**config.mk**
```make
export PLATFORM = sky130hd
export DESIGN_NAME = multi_source_scheduler
export DESIGN_NICKNAME = d
export VERILOG_FILES = /design/src/rtl/multi_source_scheduler.sv
export SDC_FILE = /design/constraint.sdc
export NUM_CORES = 2
export LEC_CHECK = 0
export BUFFER_PORTS_ARGS = -buffer_cell sky130_fd_sc_hd__buf_4
export CAP_MARGIN = 20
export CORE_UTILIZATION = 65
export DETAILED_ROUTE_END_ITERATION = 10
export GPL_TIMING_DRIVEN = 0
export PLACE_DENSITY = 0.8
export SETUP_SLACK_MARGIN = 0.02
export SYNTH_ARGS = -nofsm -noshare
export SYNTH_HDL_FRONTEND = slang
export SYNTH_SLANG_ARGS = --single-unit
```
**constraint.sdc**
```tcl
create_clock -name clk -period 21.8 [get_ports clk]
set_input_delay 1.09 -clock clk [delete_from_list [all_inputs] [get_ports clk]]
set_output_delay 1.09 -clock clk [all_outputs]
set_load 0.02 [all_outputs]
```
**src/rtl/multi_source_scheduler.sv**
```systemverilog
// Multi-source vertex scheduler: one FIFO per input stream, a selectable
// arbiter (occupancy / round-robin / fixed priority) and a registered
// issue stage that resolves push/pull entries into vertex updates.
// Ports:
//   clk, rst (async, active-low)
//   src_*            per-source write interface (id/value/edge/flag/valid/iter_end)
//   arb_mode         arbitration policy select
//   next_stage_full  downstream backpressure, blocks all grants
//   src_stage_full   per-source programmable-full (combinational from count)
//   push_flag, update_v_id, update_v_value, update_src, update_v_valid
//                    registered issue outputs
//   iteration_end    registered "all sources done and drained"
//   overflow_err     sticky per-source write-while-full flag
module multi_source_scheduler #(
    parameter int unsigned   V_ID_WIDTH    = 32,
    parameter int unsigned   V_VALUE_WIDTH = 32,
    parameter int unsigned   SRC_NUM       = 2,
    parameter int unsigned   FIFO_DEPTH    = 16,
    parameter int unsigned   FULL_MARGIN   = 4,
    parameter int unsigned   HUB_NUM       = 32,
    parameter logic [1023:0] HUB_TABLE     = 1024'b0,
    localparam int unsigned  SI_W          = $clog2(SRC_NUM),
    localparam int unsigned  CW            = $clog2(FIFO_DEPTH) + 1
) (
    input  logic                             clk,
    input  logic                             rst,
    input  logic [SRC_NUM-1:0]               src_push_flag,
    input  logic [SRC_NUM*V_ID_WIDTH-1:0]    src_v_id,
    input  logic [SRC_NUM*V_VALUE_WIDTH-1:0] src_v_value,
    input  logic [SRC_NUM*V_ID_WIDTH-1:0]    src_v_edge,
    input  logic [SRC_NUM-1:0]               src_valid,
    input  logic [SRC_NUM-1:0]               src_iter_end,
    input  logic [1:0]                       arb_mode,
    input  logic                             next_stage_full,
    output logic [SRC_NUM-1:0]               src_stage_full,
    output logic                             push_flag,
    output logic [V_ID_WIDTH-1:0]            update_v_id,
    output logic [V_VALUE_WIDTH-1:0]         update_v_value,
    output logic [SI_W-1:0]                  update_src,
    output logic                             update_v_valid,
    output logic                             iteration_end,
    output logic [SRC_NUM-1:0]               overflow_err
);

    localparam int unsigned AW       = $clog2(FIFO_DEPTH);
    localparam logic [CW-1:0] DEPTH_C = CW'(FIFO_DEPTH);
    localparam logic [CW-1:0] FULL_C  = CW'(FIFO_DEPTH - FULL_MARGIN);

    // Per-source FIFO views used by the arbiter and issue mux
    logic [CW-1:0]            w_count     [SRC_NUM];
    logic                     w_head_flag [SRC_NUM];
    logic [V_ID_WIDTH-1:0]    w_head_id   [SRC_NUM];
    logic [V_VALUE_WIDTH-1:0] w_head_val  [SRC_NUM];
    logic [V_ID_WIDTH-1:0]    w_head_edge [SRC_NUM];
    logic [SRC_NUM-1:0]       w_rd_en;

    logic                     w_grant_vld;
    logic [SI_W-1:0]          w_grant_idx;
    logic [CW-1:0]            w_best_cnt;
    logic [SI_W-1:0]          w_rr_idx;
    logic [SI_W-1:0]          r_rr_ptr;

    logic                     w_sel_flag;
    logic [V_ID_WIDTH-1:0]    w_sel_id;
    logic [V_VALUE_WIDTH-1:0] w_sel_val;
    logic [V_ID_WIDTH-1:0]    w_sel_edge;
    logic                     w_hub_hit;
    logic                     w_all_empty;

    logic                     r_push_flag;
    logic [V_ID_WIDTH-1:0]    r_id;
    logic [V_VALUE_WIDTH-1:0] r_val;
    logic [SI_W-1:0]          r_src;
    logic                     r_valid;
    logic                     r_iter_end;

    // Source index k steps after ptr, wrapping at SRC_NUM
    function automatic logic [SI_W-1:0] rr_step(input logic [SI_W-1:0] ptr, input int unsigned k);
        int unsigned sum;
        sum = 32'(ptr) + k;
        if (sum >= SRC_NUM) sum = sum - SRC_NUM;
        return SI_W'(sum);
    endfunction

    // Per-source FIFO storage, pointers, occupancy and overflow flag
    for (genvar g = 0; g < SRC_NUM; g++) begin : g_src
        logic                     r_mem_flag [FIFO_DEPTH];
        logic [V_ID_WIDTH-1:0]    r_mem_id   [FIFO_DEPTH];
        logic [V_VALUE_WIDTH-1:0] r_mem_val  [FIFO_DEPTH];
        logic [V_ID_WIDTH-1:0]    r_mem_edge [FIFO_DEPTH];
        logic [AW-1:0]            r_wr_ptr;
        logic [AW-1:0]            r_rd_ptr;
        logic [CW-1:0]            r_count;
        logic                     r_ovf;
        logic                     w_wr;
        logic                     w_drop;

        // A full FIFO still accepts a write when it is being read the same cycle
        assign w_wr   = src_valid[g] && ((r_count != DEPTH_C) || w_rd_en[g]);
        assign w_drop = src_valid[g] && (r_count == DEPTH_C) && !w_rd_en[g];

        always_ff @(posedge clk) begin
            if (rst && w_wr) begin
                r_mem_flag[r_wr_ptr] <= src_push_flag[g];
                r_mem_id[r_wr_ptr]   <= src_v_id[g*V_ID_WIDTH +: V_ID_WIDTH];
                r_mem_val[r_wr_ptr]  <= src_v_value[g*V_VALUE_WIDTH +: V_VALUE_WIDTH];
                r_mem_edge[r_wr_ptr] <= src_v_edge[g*V_ID_WIDTH +: V_ID_WIDTH];
            end
        end

        always_ff @(posedge clk or negedge rst) begin
            if (!rst) begin
                r_wr_ptr <= '0;
                r_rd_ptr <= '0;
                r_count  <= '0;
                r_ovf    <= 1'b0;
            end else begin
                if (w_wr)       r_wr_ptr <= r_wr_ptr + AW'(1);
                if (w_rd_en[g]) r_rd_ptr <= r_rd_ptr + AW'(1);
                if (w_wr && !w_rd_en[g])      r_count <= r_count + CW'(1);
                else if (!w_wr && w_rd_en[g]) r_count <= r_count - CW'(1);
                if (w_drop)     r_ovf    <= 1'b1;
            end
        end

        assign w_count[g]        = r_count;
        assign w_head_flag[g]    = r_mem_flag[r_rd_ptr];
        assign w_head_id[g]      = r_mem_id[r_rd_ptr];
        assign w_head_val[g]     = r_mem_val[r_rd_ptr];
        assign w_head_edge[g]    = r_mem_edge[r_rd_ptr];
        assign src_stage_full[g] = (r_count >= FULL_C);
        assign overflow_err[g]   = r_ovf;
    end

    // Arbiter: at most one grant per cycle, none under backpressure
    always_comb begin
        w_grant_vld = 1'b0;
        w_grant_idx = '0;
        w_best_cnt  = '0;
        w_rr_idx    = '0;
        if (!next_stage_full) begin
            case (arb_mode)
                2'd0: begin
                    // Ascending scan with >= hands ties to the higher index
                    for (int unsigned s = 0; s < SRC_NUM; s++) begin
                        if ((w_count[s] != '0) && (w_count[s] >= w_best_cnt)) begin
                            w_grant_vld = 1'b1;
                            w_grant_idx = SI_W'(s);
                            w_best_cnt  = w_count[s];
                        end
                    end
                end
                2'd1: begin
                    for (int unsigned k = 1; k <= SRC_NUM; k++) begin
                        w_rr_idx = rr_step(r_rr_ptr, k);
                        if (!w_grant_vld && (w_count[w_rr_idx] != '0)) begin
                            w_grant_vld = 1'b1;
                            w_grant_idx = w_rr_idx;
                        end
                    end
                end
                default: begin
                    for (int unsigned s = 0; s < SRC_NUM; s++) begin
                        if (!w_grant_vld && (w_count[s] != '0)) begin
                            w_grant_vld = 1'b1;
                            w_grant_idx = SI_W'(s);
                        end
                    end
                end
            endcase
        end
        w_rd_en = '0;
        if (w_grant_vld) w_rd_en[w_grant_idx] = 1'b1;
    end

    // Round-robin pointer tracks the last granted source in every mode
    always_ff @(posedge clk or negedge rst) begin
        if (!rst)             r_rr_ptr <= SI_W'(SRC_NUM - 1);
        else if (w_grant_vld) r_rr_ptr <= w_grant_idx;
    end

    // Head of the granted FIFO
    assign w_sel_flag = w_head_flag[w_grant_idx];
    assign w_sel_id   = w_head_id[w_grant_idx];
    assign w_sel_val  = w_head_val[w_grant_idx];
    assign w_sel_edge = w_head_edge[w_grant_idx];

    // Hub lookup on the pulled neighbour id
    always_comb begin
        w_hub_hit = 1'b0;
        for (int unsigned k = 0; k < HUB_NUM; k++) begin
            if (w_sel_edge == V_ID_WIDTH'(HUB_TABLE[32*k +: 32])) w_hub_hit = 1'b1;
        end
    end

    always_comb begin
        w_all_empty = 1'b1;
        for (int unsigned s = 0; s < SRC_NUM; s++) begin
            if (w_count[s] != '0) w_all_empty = 1'b0;
        end
    end

    // Issue register; all-ones push ids are consumed without an update
    always_ff @(posedge clk or negedge rst) begin
        if (!rst) begin
            r_push_flag <= 1'b0;
            r_id        <= '0;
            r_val       <= '0;
            r_src       <= '0;
            r_valid     <= 1'b0;
            r_iter_end  <= 1'b0;
        end else begin
            r_push_flag <= 1'b0;
            r_id        <= '0;
            r_val       <= '0;
            r_src       <= '0;
            r_valid     <= 1'b0;
            r_iter_end  <= (&src_iter_end) && w_all_empty && !w_grant_vld;
            if (w_grant_vld) begin
                if (w_sel_flag) begin
                    if (w_sel_id != '1) begin
                        r_push_flag <= 1'b1;
                        r_id        <= w_sel_edge;
                        r_val       <= w_sel_val;
                        r_src       <= w_grant_idx;
                        r_valid     <= 1'b1;
                    end
                end else begin
                    r_id    <= w_sel_id;
                    r_val   <= w_hub_hit ? V_VALUE_WIDTH'(w_sel_id) : V_VALUE_WIDTH'(w_sel_edge);
                    r_src   <= w_grant_idx;
                    r_valid <= 1'b1;
                end
            end
        end
    end

    assign push_flag      = r_push_flag;
    assign update_v_id    = r_id;
    assign update_v_value = r_val;
    assign update_src     = r_src;
    assign update_v_valid = r_valid;
    assign iteration_end  = r_iter_end;

endmodule
```
* Yosys cells after proc, flatten, opt, wreduce, memory -nomap -nowiden
Memory sizes are Yosys's and may differ from the RTL's.
Cells that the tools add are included.
** Storage, ports and cells
- RAM bits :: 3104
- Input port bits :: 203
- Memories kept :: 8
- Register bits after elaboration :: 97
- Output and inout bits :: 72
** Memories
- g_src[0].r_mem_edge :: words 16, bits a word 32, read ports 1, clocked after memory_dff 0, wr ports 1, RTL line 90 : logic [V_ID_WIDTH-1:0] r_mem_edge [FIFO_DEPTH];
- g_src[0].r_mem_id :: words 16, bits a word 32, read ports 1, clocked after memory_dff 0, wr ports 1, RTL line 88 : logic [V_ID_WIDTH-1:0] r_mem_id [FIFO_DEPTH];
- g_src[0].r_mem_val :: words 16, bits a word 32, read ports 1, clocked after memory_dff 0, wr ports 1, RTL line 89 : logic [V_VALUE_WIDTH-1:0] r_mem_val [FIFO_DEPTH];
- g_src[1].r_mem_edge :: words 16, bits a word 32, read ports 1, clocked after memory_dff 0, wr ports 1, RTL line 90
- g_src[1].r_mem_id :: words 16, bits a word 32, read ports 1, clocked after memory_dff 0, wr ports 1, RTL line 88
- g_src[1].r_mem_val :: words 16, bits a word 32, read ports 1, clocked after memory_dff 0, wr ports 1, RTL line 89
- +2 memories
** Operators by class
- Reductions and logical operators :: 38
- Magnitude comparators :: 11
- Bitwise operators :: 3
- Add/sub/neg operators :: 12
- Equality and inequality tests :: 6
- Muxes and demuxes :: 74
** Operator list (count)
- $mux W32 :: 16
- $mux W5 :: 13
- $mux W1 :: 41
- $logic_not A32 Y1 :: 1
- $ne A32 B32 Y1 const B :: 1
- $reduce_bool A5 Y1 :: 4
- $logic_and A1 B1 Y1 :: 19
- $add A4 B1 Y4 const B :: 4
- $add A5 B1 Y5 const B :: 2
- $eq A5 B5 Y1 const B :: 2
- $ge A5 B4 Y1 const B :: 2
- $ne A5 B5 Y1 const B :: 2
- $sub A5 B1 Y5 const B :: 2
- $ge A2 B2 Y1 const B :: 4
- $logic_not A1 Y1 :: 7
- $not A1 Y2 :: 3
- $ge A5 B1 Y1 const B :: 1
- $ge A5 B5 Y1 :: 1
- $pmux W1 S2 :: 2
- $reduce_bool A2 Y1 :: 2
- $add A1 B2 Y3 const B :: 1
- $ge A3 B2 Y1 const B :: 1
- $add A1 B1 Y2 const B :: 1
- $eq A2 B1 Y1 const B :: 1
- other kinds (9) :: 11

* Logic depth before layout (Yosys ltp)
- Word-level depth :: 29
- Mapped depth :: 21
- Depth with buffers taken out :: 17

* Worst setup path before layout
No wires, ideal clock.
- Path type :: input-to-reg
- Start :: input arb_mode[1]
- End :: memory g_src[0].r_mem_edge[11][0], enable pin
- Buffers on the path :: 4
- Slack :: 14.262 ns
- Setup time :: 0.554 ns
- Cell stages on the path :: 12
- Data arrival time :: 6.984 ns
- Cell sequence :: a2111oi_0 > o21ai_1 > and3_1 > buf_4 > buf_4 > buf_2 > o21ai_1 > nor2_1 > nor2b_1 > clkbuf_1 > nand2_1 > nor2_1
** Between the ends
- Longest elaborated chain between the ends :: 13
- Elaborated cells on any way between the ends :: 17
- Classes of those cells :: order compare (2); eq/ne (1); mux (9); reduce/logical (5)
** RTL lines
- start: declaration :: RTL line 33 : input logic [1:0] arb_mode,
- $eq A2 B1 Y1 / $logic_not A2 Y1 (equally long branches)
- $pmux W1 S2 :: RTL line 142 : case (arb_mode)
- $mux W1 :: RTL line 141 : if (!next_stage_full) begin
- $lt A1 B2 Y1 (not written as such) / $ge A1 B1 Y1 (equally long branches) :: RTL line 173 : if (w_grant_vld) w_rd_en[w_grant_idx] = 1'b1;
- $logic_and A1 B1 Y1 (not written as such) :: RTL line 173
- $mux W1 (not written as such) :: RTL line 173
- $demux W1 S1 :: RTL line 173
- $mux W2 * :: RTL line 173
- $logic_or A1 B1 Y1 * :: RTL line 99 : assign w_wr = src_valid[g] && ((r_count != DEPTH_C) || w_rd_en[g]);
- $logic_and A1 B1 Y1 * :: RTL line 99
- $logic_and A1 B1 Y1 * :: RTL line 103 : if (rst && w_wr) begin
- $mux W1 * :: RTL line 103
- $mux W1 (not written as such) * :: RTL line 107 : r_mem_edge[r_wr_ptr] <= src_v_edge[g*V_ID_WIDTH +: V_ID_WIDTH];
- end: declaration :: RTL line 90
Every way passes the cells marked *; elsewhere a longest branch is shown, timed or not.

* Worst setup path after layout
- Start :: register g_src[0].r_rd_ptr[1]
- End :: register r_val[3] (netlist: update_v_value[3])
** Between the ends
- Longest elaborated chain between the ends :: 9
- Elaborated cells on any way between the ends :: 23
- Classes of those cells :: eq/ne (1); mux (17); reduce/logical (1); memory (4)
** RTL lines
- start: declaration :: RTL line 92 : logic [AW-1:0] r_rd_ptr;
- start signal: assignment :: RTL line 119 : if (w_rd_en[g]) r_rd_ptr <= r_rd_ptr + AW'(1);
- $mem_v2 Z16 W32
- $mux W32 (not written as such) (3 in series) :: RTL line 186 : assign w_sel_edge = w_head_edge[w_grant_idx];
- $logic_not A32 Y1 :: RTL line 192 : if (w_sel_edge == V_ID_WIDTH'(HUB_TABLE[32*k +: 32])) w_hub_hit = 1'b1;
- $mux W1 :: RTL line 192
- $mux W32 :: RTL line 230 : r_val <= w_hub_hit ? V_VALUE_WIDTH'(w_sel_id) : V_VALUE_WIDTH'(w_sel_edge);
- $mux W32 * :: RTL line 220 : if (w_sel_flag) begin
- $mux W32 * :: RTL line 219 : if (w_grant_vld) begin
- end signal: assignment :: RTL line 224 : r_val <= w_sel_val;
- end signal: assignment :: RTL line 230
- end: declaration :: RTL line 72 : logic [V_VALUE_WIDTH-1:0] r_val;
Every way passes the cells marked *; elsewhere a longest branch is shown, timed or not. The select of a mux whose other input is x is not followed.
A chain may end at the register's enable or synchronous reset.

==> results.md <==
| Result | Reported | Unit |
|---|---|---|
| Post-detail-place hpwl | 212 | mm |
| Hold slack | 0.130 | ns |
| Final Hold Viols | 0 | - |
| Leak | 45.5 | nW |
| Register-to-register setup slack | 15.26 | ns |
| Main synth FF type | sky130_fd_sc_hd__edfxtp_1 | - |
| Setup Total Neg Slack | 0 | ns |
| NetSw | 0.00637 | W |
| Number of port buffers | 274 | - |
| Total iterations of the first detailed-routing run | 8 | - |
| Capture point of the worst reg-to-reg path | update_v_value[3]$_DFF_PN0_ | - |
| Std-Cell Core Area | 186,000 | µm² |
| Least setup slack across all paths after layout | 15.26 | ns |
| RSZ-0062 raised after global routing | false | - |
| Maximum number of pins on one net before global-route repair | 63 | - |
| # IOs | 275 | - |
| Drt drc | 0 | - |
| Slew Limit Headroom | 10.4 | % |
| Combinational group share of total power | 33.5 | % |
| Starting Density | 65.7 | % |
| Post-layout nets | 6,240 | - |
| Worst endpoint data arrival time | 7.29 | ns |
| Residual antenna-violating net count after detailed routing | 0 | - |
| Max-cap violations | 0 | - |
| CTS HTree Levels | 5 | - |
| Final standard cell utilization of the core | 75.5 | % |
| Largest clock skew in the final design | 0.0614 | ns |
| Share of power burned in registers | 38.7 | % |
| Layout Area Growth over Synthesis | 14.9 | % |
| Power per unit of standard cell area | 134 | nW/µm² |
| Clock group share of total power | 27.8 | % |
| Total placed cells including tap cells | 8,156 | - |
| Number of sinks on the clock net | 3,201 | - |
| Critical path launch point type | flip-flop | - |
| Layout cells sized above 1 | 30.0 | % |
| Horiz. Die Dim | 436 | µm |
| Setup Fix Bufs, Post-CTS | 0 | - |
| Sequence of cells on the critical path | buf_2 -> clkbuf_1 -> buf_2 -> buf_1 -> mux4_2 -> a22o_1 -> nor2_1 -> mux2i_1 -> buf_4 -> nor4_1 -> nand4_1 -> nor2_2 -> buf_4 -> a221o_1 | - |
| Fraction of power spent switching nets | 33.8 | % |
| Via count of the first global-routing pass | 64.8k | - |
| Crit path launch | g_src[0].r_rd_ptr[1]$_DFFE_PN0N_ | - |
| Path type of the worst min-delay path | in2async | - |
| Total of fill cells in the finished design | 9,269 | - |
| Internal power | 0.0125 | W |
| DR iter-0 viols | 10.9k | - |
| Final Instance Count excl. Fillers | 8,779 | - |
| Critical-path top delay cell | sky130_fd_sc_hd__nor4_1 | - |
| First-pass GRT wire length | 497 | mm |
| Post-detailed-route wirelength per cell | 41.1 | µm |
| Clock latency on the worst-skew pair | 0.97 | ns |
| Row count | 158 | - |
| Worst slack at placement | 15.67 | ns |
| Share of the cycle needed by the critical path after routing | 30.0 | % |
| Vias per cell | 7.33 | - |
| Worst path required time | 22.55 | ns |
| Endpoint type of the worst setup path | flip-flop | - |
| Reg area | 95,600 | µm² |
| Mean instance size in the synthesized netlist | 23.3 | µm² |
| Buffers from clock root to sink, at most | 4 | - |
| Count of cells along the worst register-to-register path | 14 | - |
| Number of vias in the routed layout | 64.4k | - |
| Floorplan die height | 436 | µm |
| Final weighted congestion of routability-driven global placement | 0.952 | - |
| Clk root buf | sky130_fd_sc_hd__clkbuf_16 | - |
| Number of buffers inserted by hold repair at cts | 0 | - |
| DIE AREA | 190,000 | µm² |
| Maximum VDD drop | 0.0935 | mV |
| Aggregate routed wire length | 361 | mm |
| Area used by multi-input combinational logic | 25,400 | µm² |
| Number of buffers inserted during clock tree synthesis | 316 | - |
| Fraction of the yosys area taken by sequential cells | 78.2 | % |
| Worst reg2reg startpoint | g_src[0].r_rd_ptr[1]$_DFFE_PN0N_ | - |
| Final max-slew violation count | 0 | - |
| Residual overflow from global routing | 0 | - |
| Synth cell types | 52 | - |
| Setup-failing EPs final | 0 | - |
| Overall track demand over capacity in global routing | 38.2 | % |
| Count of instances resized after the clock tree is built | 0 | - |
| Largest incremental delay on the critical path | 1.02 | ns |
| Fin crit period | 6.54 | ns |
| Number of enable flip-flop cells after synthesis | 3,104 | - |
| Critical path type | reg2reg | - |
| Outcome | finished clean | - |
| Register bit count reported by yosys | 3,201 | - |
| Initial antenna violation count | 82 | - |
| Achievable clock frequency | 0.153 | GHz |
| Worst slew pin tran | 1.31 | ns |
| TritonCTS clock tree | yes | - |
| Syn Nets | 5,490 | - |
| Synthesis Warnings | 0 | - |
| Summed instance area of the synthesized netlist | 122,000 | µm² |
| Share of synthesized registers carrying an async set or reset | 3.03 | % |
| Number of instances in the synthesized netlist | 5,262 | - |
| Clock input transition at the sequential cells of the worst setup and hold paths | 0.07 | ns |
| Peak fanout along the critical path | 10 | - |
[cell usage after synthesis (all sizes together), types with 2 or more instances]
master | count | area, µm²
a21o | 40 | 300
a21oi | 35 | 175
a221o | 32 | 320
a221oi | 12 | 105
a22o | 79 | 692
a22oi | 84 | 631
and2 | 6 | 37.5
and3 | 10 | 62.6
buf | 172 | 1150
clkbuf | 112 | 420
dfrtp | 96 | 2400
edfxtp | 3104 | 93200
fa | 2 | 40.0
ha | 23 | 288
inv | 13 | 48.8
mux2 | 9 | 109
mux2i | 130 | 1300
mux4 | 833 | 18800
nand2 | 224 | 841
nand2b | 4 | 32.5
nand3 | 8 | 40.0
nand3b | 4 | 30.0
nand4 | 9 | 56.3
nor2 | 86 | 325
nor2b | 39 | 244
nor3 | 2 | 10.0
nor4 | 12 | 81.3
o2111ai | 2 | 17.5
o211ai | 35 | 263
o21ai | 10 | 50.1
or2 | 2 | 12.5
or3b | 2 | 17.5
or4 | 2 | 15.0
xnor2 | 18 | 158
xor2 | 4 | 35.0
[power groups by stage]
stage               logic, W  registers (W)  clock network, W
floorplan            0.00345        0.00745                 0
detailed placement   0.00588        0.00740                 0
global placement     0.00564        0.00750                 0
finish               0.00633        0.00730           0.00523
CTS                  0.00604        0.00730           0.00522
global route         0.00644        0.00731           0.00544
[worst max-delay path by stage]
stage,endpoint,depth (start not counted)
final,update_v_value[3]$_DFF_PN0_,14
after global routing,update_v_value[3]$_DFF_PN0_,14
after CTS,update_v_value[3]$_DFF_PN0_,13
after detailed placement,update_v_value[21]$_DFF_PN0_,13
after global placement,g_src[0].r_mem_val[15][14]$_DFFE_PP_,13
after floorplan,g_src[0].r_mem_edge[11][0]$_DFFE_PP_,12
[cells by family after synthesis]
logic type | after synthesis | share of synthesized area, %
buffers and inverters | 297 | 1.32
flip-flops | 3201 | 78.2
adder cells (fa/ha/maj) | 25 | 0.268
multiplexers | 972 | 16.5
XOR/XNOR | 22 | 0.157
AND/OR/NAND/NOR | 412 | 1.49
AO/OA/AOI/OAI | 333 | 2.12
[final cells by class]
type	count	area share, %
Sequential cell	3201	68.0
Multi-Input combinational cell	1764	18.0
Clock buffer	392	5.95
Timing Repair Buffer	432	3.66
Tap cell	2480	2.21
Buffer	284	1.11
Clock inverter	151	0.852
Antenna cell	62	0.110
Inverter	13	0.0347
[layout by cell type (no fill, tap or decap), drive strengths merged, types with 4 or more instances in the layout]
master    count
nand2       224
nor4         12
mux2i       130
nor2         86
nand3         8
clkinv      120
dfrtp        96
clkinvlp      6
diode        62
nand4         9
o211ai       35
inv          19
nor2b        39
clkbuf      505
a21o         40
ha           23
a21oi        35
mux2          9
a22o         79
xor2          4
edfxtp     3104
nand2b        4
buf         603
and2          6
nand3b        4
a22oi        84
xnor2        18
a221o        32
bufinv       19
and3         10
mux4        833
o21ai        10
a221oi       12
[through the flow]
step	area, µm²	power, W
2_1_floorplan	122000	0.0109
3_3_place_gp	128000	0.0131
3_5_place_dp	131000	0.0133
4_1_cts	140000	0.0186
5_1_grt	141000	0.0192
6_report	141000	0.0189
[worst max-delay path: cells and delay by family, from the launching register on]
family | cells | cell delay [ns]
flops | 1 | 0.40
simple gates | 4 | 1.82
compound gates | 2 | 0.68
mux | 2 | 0.58
buf+inv | 6 | 2.82
[flip-flops by register name, indices dropped and copies added, names as in the netlist]
register,cells
g_src.r_mem_edge,1024
g_src.r_mem_id,1024
g_src.r_mem_val,1024
g_src.r_mem_flag,32
update_v_id,32
update_v_value,32
g_src.r_count,10
g_src.r_rd_ptr,8
g_src.r_wr_ptr,8
g_src.r_ovf,2
iteration_end,1
push_flag,1
r_rr_ptr,1
update_src,1
update_v_valid,1
[layer usage]
layer  share of wire [%]  up-vias  GRT usage [%]
li1                    -    23923              -
met1                  31    33076           46.2
met4                 7.3       42           24.8
met3                  13     1250           10.9
met5               0.076        -              0
met2                  49     6084           61.0
Power figures use the tool's default switching activity.
